==> config.mk <==
export PLATFORM = sky130hd
export DESIGN_NAME = spi_tx_parity_ctrl
export DESIGN_NICKNAME = d
export VERILOG_FILES = /design/src/rtl/spi_exe_pkg.sv /design/src/rtl/spi_tx_parity_gen.sv /design/src/rtl/spi_tx_parity_ctrl.sv
export SDC_FILE = /design/constraint.sdc
export NUM_CORES = 1
export LEC_CHECK = 0
export CAP_MARGIN = 30
export CORE_UTILIZATION = 53
export CTS_CLUSTER_DIAMETER = 50
export DETAILED_ROUTE_END_ITERATION = 16
export GPL_TIMING_DRIVEN = 0
export PLACE_DENSITY = 0.82
export SYNTH_ARGS = -nofsm -noshare
export SYNTH_HDL_FRONTEND = slang
export SYNTH_HIERARCHICAL = 1
export SYNTH_SLANG_ARGS = --single-unit
==> constraint.sdc <==
create_clock -name i_clk -period 4.75 [get_ports i_clk]
set_input_delay 0.7125 -clock i_clk [delete_from_list [all_inputs] [get_ports i_clk]]
set_output_delay 0.7125 -clock i_clk [all_outputs]
set_load 0.02 [all_outputs]
==> src/rtl/spi_exe_pkg.sv <==
// Shared definitions for the SPI execution unit: transmit FSM states and
// a helper for sizing the down/up counters.
package spi_exe_pkg;

  typedef enum logic [1:0] {
    IDLE     = 2'd0,
    SHIFT_LO = 2'd1,
    SHIFT_HI = 2'd2,
    HOLD     = 2'd3
  } spi_tx_state_e;

  // Width of a counter that must hold values 0..n-1; never narrower than 1 bit.
  function automatic int cnt_width(input int n);
    return (n <= 2) ? 1 : $clog2(n);
  endfunction

endpackage

==> src/rtl/spi_tx_parity_gen.sv <==
// Combinational even-parity generator: 1 when the word has an odd number of ones.
module spi_tx_parity_gen #(
  parameter int DATA_W = 8
) (
  input  logic [DATA_W-1:0] data,
  output logic              parity
);

  always_comb begin
    parity = 1'b0;
    for (int i = 0; i < DATA_W; i++) begin
      parity = parity ^ data[i];
    end
  end

endmodule

==> src/rtl/spi_tx_parity_ctrl.sv <==
// SPI mode-0 transmit controller: accepts a word, shifts it MSB-first with an
// optional trailing even-parity bit (enabled by defining SPI_TX_PARITY_EN).
module spi_tx_parity_ctrl
  import spi_exe_pkg::*;
#(
  parameter int DATA_W  = 8,
  parameter int CLK_DIV = 2
) (
  input  logic              i_clk,
  input  logic              i_rst,
  input  logic [DATA_W-1:0] i_data,
  input  logic              i_valid,
  output logic              o_ready,
  output logic              o_sclk,
  output logic              o_mosi,
  output logic              o_cs_n,
  output logic              o_busy,
  output logic              o_done,
  output logic              o_parity
);

`ifdef SPI_TX_PARITY_EN
  localparam int NBITS = DATA_W + 1;
`else
  localparam int NBITS = DATA_W;
`endif

  localparam int DIV_W = cnt_width(CLK_DIV);
  localparam int BIT_W = cnt_width(NBITS);
  localparam logic [DIV_W-1:0] DIV_LAST = DIV_W'(CLK_DIV - 1);
  localparam logic [BIT_W-1:0] BIT_LAST = BIT_W'(NBITS - 1);

  spi_tx_state_e    state_reg, state_next;
  logic [DIV_W-1:0] div_cnt_reg, div_cnt_next;
  logic [BIT_W-1:0] bit_cnt_reg, bit_cnt_next;
  logic [NBITS-1:0] shreg_reg, shreg_next;
  logic [NBITS-1:0] load_word;

  logic ready_reg, ready_next;
  logic sclk_reg, sclk_next;
  logic mosi_reg, mosi_next;
  logic cs_n_reg, cs_n_next;
  logic busy_reg, busy_next;
  logic done_reg, done_next;
  logic accept;

  assign accept = i_valid & ready_reg;

`ifdef SPI_TX_PARITY_EN
  logic word_par;
  logic parity_reg, parity_next;

  spi_tx_parity_gen #(
    .DATA_W (DATA_W)
  ) u_parity (
    .data   (i_data),
    .parity (word_par)
  );

  // Parity rides in the LSB position so it is shifted out after the data LSB.
  assign load_word = {i_data, word_par};

  always_comb begin
    parity_next = parity_reg;
    if (state_reg == IDLE && accept) begin
      parity_next = word_par;
    end
  end

  always_ff @(posedge i_clk or posedge i_rst) begin
    if (i_rst) begin
      parity_reg <= 1'b0;
    end else begin
      parity_reg <= parity_next;
    end
  end

  assign o_parity = parity_reg;
`else
  assign load_word = i_data;
  assign o_parity  = 1'b0;
`endif

  always_comb begin
    state_next   = state_reg;
    div_cnt_next = div_cnt_reg;
    bit_cnt_next = bit_cnt_reg;
    shreg_next   = shreg_reg;
    done_next    = 1'b0;

    unique case (state_reg)
      IDLE: begin
        if (accept) begin
          shreg_next   = load_word;
          bit_cnt_next = BIT_LAST;
          div_cnt_next = '0;
          state_next   = SHIFT_LO;
        end
      end
      SHIFT_LO: begin
        if (div_cnt_reg == DIV_LAST) begin
          div_cnt_next = '0;
          state_next   = SHIFT_HI;
        end else begin
          div_cnt_next = div_cnt_reg + 1'b1;
        end
      end
      SHIFT_HI: begin
        if (div_cnt_reg == DIV_LAST) begin
          div_cnt_next = '0;
          if (bit_cnt_reg == '0) begin
            state_next = HOLD;
          end else begin
            // Shift only on the falling SCLK transition so MOSI is stable while high.
            shreg_next   = {shreg_reg[NBITS-2:0], 1'b0};
            bit_cnt_next = bit_cnt_reg - 1'b1;
            state_next   = SHIFT_LO;
          end
        end else begin
          div_cnt_next = div_cnt_reg + 1'b1;
        end
      end
      HOLD: begin
        if (div_cnt_reg == DIV_LAST) begin
          div_cnt_next = '0;
          done_next    = 1'b1;
          state_next   = IDLE;
        end else begin
          div_cnt_next = div_cnt_reg + 1'b1;
        end
      end
      default: begin
        state_next = IDLE;
      end
    endcase
  end

  // Outputs are decoded from the next state so every pin comes straight off a flop.
  always_comb begin
    ready_next = (state_next == IDLE);
    cs_n_next  = (state_next == IDLE);
    busy_next  = (state_next != IDLE);
    sclk_next  = (state_next == SHIFT_HI);
    mosi_next  = (state_next == IDLE) ? 1'b0 : shreg_next[NBITS-1];
  end

  always_ff @(posedge i_clk or posedge i_rst) begin
    if (i_rst) begin
      state_reg   <= IDLE;
      div_cnt_reg <= '0;
      bit_cnt_reg <= '0;
      shreg_reg   <= '0;
      ready_reg   <= 1'b1;
      sclk_reg    <= 1'b0;
      mosi_reg    <= 1'b0;
      cs_n_reg    <= 1'b1;
      busy_reg    <= 1'b0;
      done_reg    <= 1'b0;
    end else begin
      state_reg   <= state_next;
      div_cnt_reg <= div_cnt_next;
      bit_cnt_reg <= bit_cnt_next;
      shreg_reg   <= shreg_next;
      ready_reg   <= ready_next;
      sclk_reg    <= sclk_next;
      mosi_reg    <= mosi_next;
      cs_n_reg    <= cs_n_next;
      busy_reg    <= busy_next;
      done_reg    <= done_next;
    end
  end

  assign o_ready = ready_reg;
  assign o_sclk  = sclk_reg;
  assign o_mosi  = mosi_reg;
  assign o_cs_n  = cs_n_reg;
  assign o_busy  = busy_reg;
  assign o_done  = done_reg;

endmodule

## Word level (Yosys, flattened, before mapping)

Index checks and enable logic that the tools add are counted.
Widths: inputs -> output; s select.

- Output and inout port bits: 7
- Logic and storage cells: 47
- Flip-flop bits (word level): 19
- Input bits: 11

- $add $sub $neg: 2
- Bitwise gates (word level): 1
- Multiplexer cells: 20
- Eq/ne operators: 7
- Reduce and logical (&&, ||, !) cells: 7

Operator list:

| cell | count |
|---|---|
| $mux 8 | 3 |
| $pmux 8 s2 | 1 |
| $mux 2 | 5 |
| $mux 3 | 3 |
| $pmux 2 s4 | 1 |
| $eq 2x2->1 const B | 3 |
| $ne 2x2->1 const B | 3 |
| $pmux 3 s2 | 1 |
| $mux 1 | 5 |
| $logic_not 2->1 | 2 |
| $reduce_and 4->1 | 1 |
| $reduce_bool 2->1 | 2 |
| $logic_not 3->1 | 1 |
| $reduce_or 3->1 | 1 |
| $sub 3x1->3 const B | 1 |
| $eq 2x1->1 const B | 1 |
| $pmux 1 s2 | 1 |
| $add 1x1->1 const B | 1 |
| $and 1x1->1 | 1 |

## Depth between registers and ports, before layout

- Depth in word-level cells: 6
- Gate-level depth with buffers: 6
- Depth with buffers taken out: 6

## Least setup slack after synthesis

Ideal clock, no wire load.

- Kind: input to register
- From: input i_valid
- To: register shreg_reg[1]
- Setup slack: 2992 ps
- Arrival time: 1632 ps
- Stages: 4
- Cells stage by stage: a21oi_1 > a2111o_1 > and2_1 > a221o_1

- Word-level cells in the longest chain between the ends: 3

RTL lines:

| what | RTL line | source |
|---|---|---|
| start, declared | spi_tx_parity_ctrl.sv:12 | `input logic i_valid,` |
| $and 1x1->1 | spi_tx_parity_ctrl.sv:47 | `assign accept = i_valid & ready_reg;` |
| $ne 2x2->1 (no line) | - |  |
| $reduce_and 4->1 (no line) | - |  |
| end signal, assigned | spi_tx_parity_ctrl.sv:163 | `shreg_reg <= shreg_next;` |
| end, declared | spi_tx_parity_ctrl.sv:36 | `logic [NBITS-1:0] shreg_reg, shreg_next;` |

No other way between the ends.
A chain may end at the register's enable or synchronous reset.

==> results.yml <==
synth:
  synth_nets: 95
  ys_types: 31
  synth_compound_area_frac: 0.193
  synth-edff-count: 0
  ys_async_sr_fraction: 1.00
  postSynthAreaPerCell_sq_um: 11.1
  yosysMostFrequentCell: "dfrtp_1"
  ys_ff_latch: 19
  synth_fa_ha_area_frac: 0.0275
  yosysTopAreaCell: "dfrtp_1"
  synth_xor_area_frac: 0
  synthesis.area_sq_um: 908
  syn_inst: 82
  synth-simple-area-share: 0.190
  synth_commonest_cells: "18 x dfrtp_1, 6 x a221o_1, 6 x and2_1, 6 x nor2_1"
  yosys_warnings: 6
  synth_top_family_by_area: "compound AO/OA/AOI/OAI gates"
  ys_seq_area_frac: 0.525
  yosysTopAreaCellShare: 0.496
  yosys-top-cells-area: "dfrtp_1 50%, a221o_1 6.6%, and2_1 4.1%"
  synthMuxAreaShare: 0
  ys.flop_type: "dfrtp_1"
floorplanning:
  die_w_um: 43.4
  pin_count: 18
  start_util: 0.583
  dieHeight_um: 43.4
  fp-row-count: 14
  dieArea_sq_um: 1880
  core_sq_um: 1560
sta:
  max_freq_ghz: 0.440
  drv_slew: 0
  post-route-period-util: 0.479
  rsz0062_at_grt: "no"
  tightest_slew_ns: 0.703
  hold-worst-slack_ns: 0.521
  hold_violations: 0
  setup_viol: 0
  fin_tns_setup_ns: 0
  fin_crit_ns: 2.27
  clock_skew_ns: 0.00587
  max_slew_margin: 0.531
power_and_ir_drop:
  p_leak_nw: 0.497
  power_per_cell_area_nw_per_um2: 609
  peakVddDrop_mv: 0.301
cells_and_area:
  multiInputGateArea_sq_um: 377
  design_area_sq_um: 1110
  synthToLayoutAreaGrowth_pct: 22.7
  diodes: 0
  n_fill_cell: 117
  seq_area_sq_um: 477
  final_util: 0.715
  drive_gt1_frac: 0.157
  layout.nets: 116
  largest_reg_flops: 8
detailed_routing:
  via_count: 654
  wirelength_um: 1530
  drc: 0
  detail_route.wl_per_cell_um: 13.0
  antenna_left: 0
  routed_via_density: 5.54
  drt-pass1-iter-count: 4
  drt_iter0_drc: 14
place:
  portBuffers: 16
  place_congestion: 0.723
  placed_area_sq_um: 1090
  place_hpwl_um: 1090
clocking:
  cts_tree: "done"
  insertion_delay_ns: 0.29
  path_clk_slew_ns: 0.11
  htree_levels: 1
  cts_root_buffer: "clkbuf_4"
  ctsHoldBuffers: 0
  cts_setup_buffers: 0
  cts_buffers: 3
  cts_sinks: 19
  clk_path_buf_depth: 2
  cts_resized: 0
grt:
  grt_pass1_vias: 624
  antenna_found_initial: 0
  grt_pass1_wl_um: 2570
  grt_use_total: 0.187
  grt_max_degree: 20
  grt.overflow.total: 0
setup_path:
  crit_arrival_ns: 1.56
  crit_path_start_kind: "flop"
  critical_path.endpoint_type: "primary output"
  required_ns: 4.04
  crit_type: "flop to primary output"
  crit_fanout: 4
worst_hold_path:
  min_path_type: "flop to flop"
status:
  status: "finished clean"
flow_run:
  max_cap_violations: 0
==> layout by cell type, fill, tap and decap left out, drive strengths merged <==
| cell | Yosys | final |
|---|---|---|
| a221o | 6 | 6 |
| a2111o | 1 | 1 |
| nand2 | 5 | 5 |
| nor3 | 2 | 2 |
| or2 | 2 | 2 |
| ha | 2 | 2 |
| nand2b | 2 | 2 |
| and2 | 6 | 6 |
| a22oi | 2 | 2 |
| nand4b | 1 | 1 |
| inv | 5 | 5 |
| a211oi | 1 | 1 |
| buf | 5 | 5 |
| o22ai | 1 | 1 |
| conb | 1 | 1 |
| clkbuf | 0 | 4 |
| clkdlybuf4s50 | 0 | 16 |
| a21oi | 2 | 2 |
| o21ai | 3 | 3 |
| a22o | 1 | 1 |
| dfstp | 1 | 1 |
| and3 | 1 | 1 |
| dfrtp | 18 | 18 |
| a2111oi | 1 | 1 |
| a31oi | 2 | 2 |
| nand3 | 1 | 1 |
| nor2 | 6 | 6 |
| or3 | 1 | 1 |
| nor2b | 3 | 3 |
==> final timing paths <==
kind	start	to	slack [ns]	depth (start not counted)
min in group asynchronous	i_rst	bit_cnt_reg[1]	0.82	2
min reg2reg	shreg_reg[3]	shreg_reg[4]	0.52	1
max in group asynchronous	i_rst	o_done	3.49	2
max reg2reg	bit_cnt_reg[0]	shreg_reg[4]	2.87	6
max	o_cs_n	o_ready	2.48	2
min	shreg_reg[3]	shreg_reg[4]	0.52	1
==> report_power, final <==
group	switching, mW	internal (mW)
sequential	0.0327	0.233
clock	0.0478	0.0327
combinational	0.175	0.158
total	0.255	0.423
==> kinds of logic after synthesis <==
kind of cell	count (synthesis)
other	1
buffers and inverters	10
AO/OA/AOI/OAI	20
flip-flops	19
AND/OR/NAND/NOR	30
adder cells (fa/ha/maj)	2
==> layer usage <==
metal  up-vias  global-route usage  wire length (um)
met3         2              0.0375                35
met5         -                   0                 0
li1        326                   -                 -
met4         0              0.0750                 9
met2        13               0.306               732
met1       313               0.246               755
==> through the flow <==
stage / power (mW) / setup WS (ns) / std cells
2_1_floorplan: 0.506 / 2.99 / 82
3_3_place_gp: 0.589 / 2.39 / 114
3_5_place_dp: 0.597 / 2.39 / 114
4_1_cts: 0.681 / 2.47 / 118
5_1_grt: 0.725 / 2.44 / 118
6_report: 0.678 / 2.48 / 118
==> worst max-delay path, cell delays in order (launching register included) <==
cell	delay [ns]
dfstp_2	0.57
buf_4	0.11
clkdlybuf4s50_1	0.59
==> area by class of cell <==
cell class | instances | area share
Timing Repair Buffer | 16 | 0.144
Clock buffer | 4 | 0.0236
Tap cell | 16 | 0.0180
Inverter | 5 | 0.0168
Multi-Input combinational cell | 53 | 0.338
Buffer | 5 | 0.0325
Sequential cell | 19 | 0.428
(Power assumes the default switching activity.)
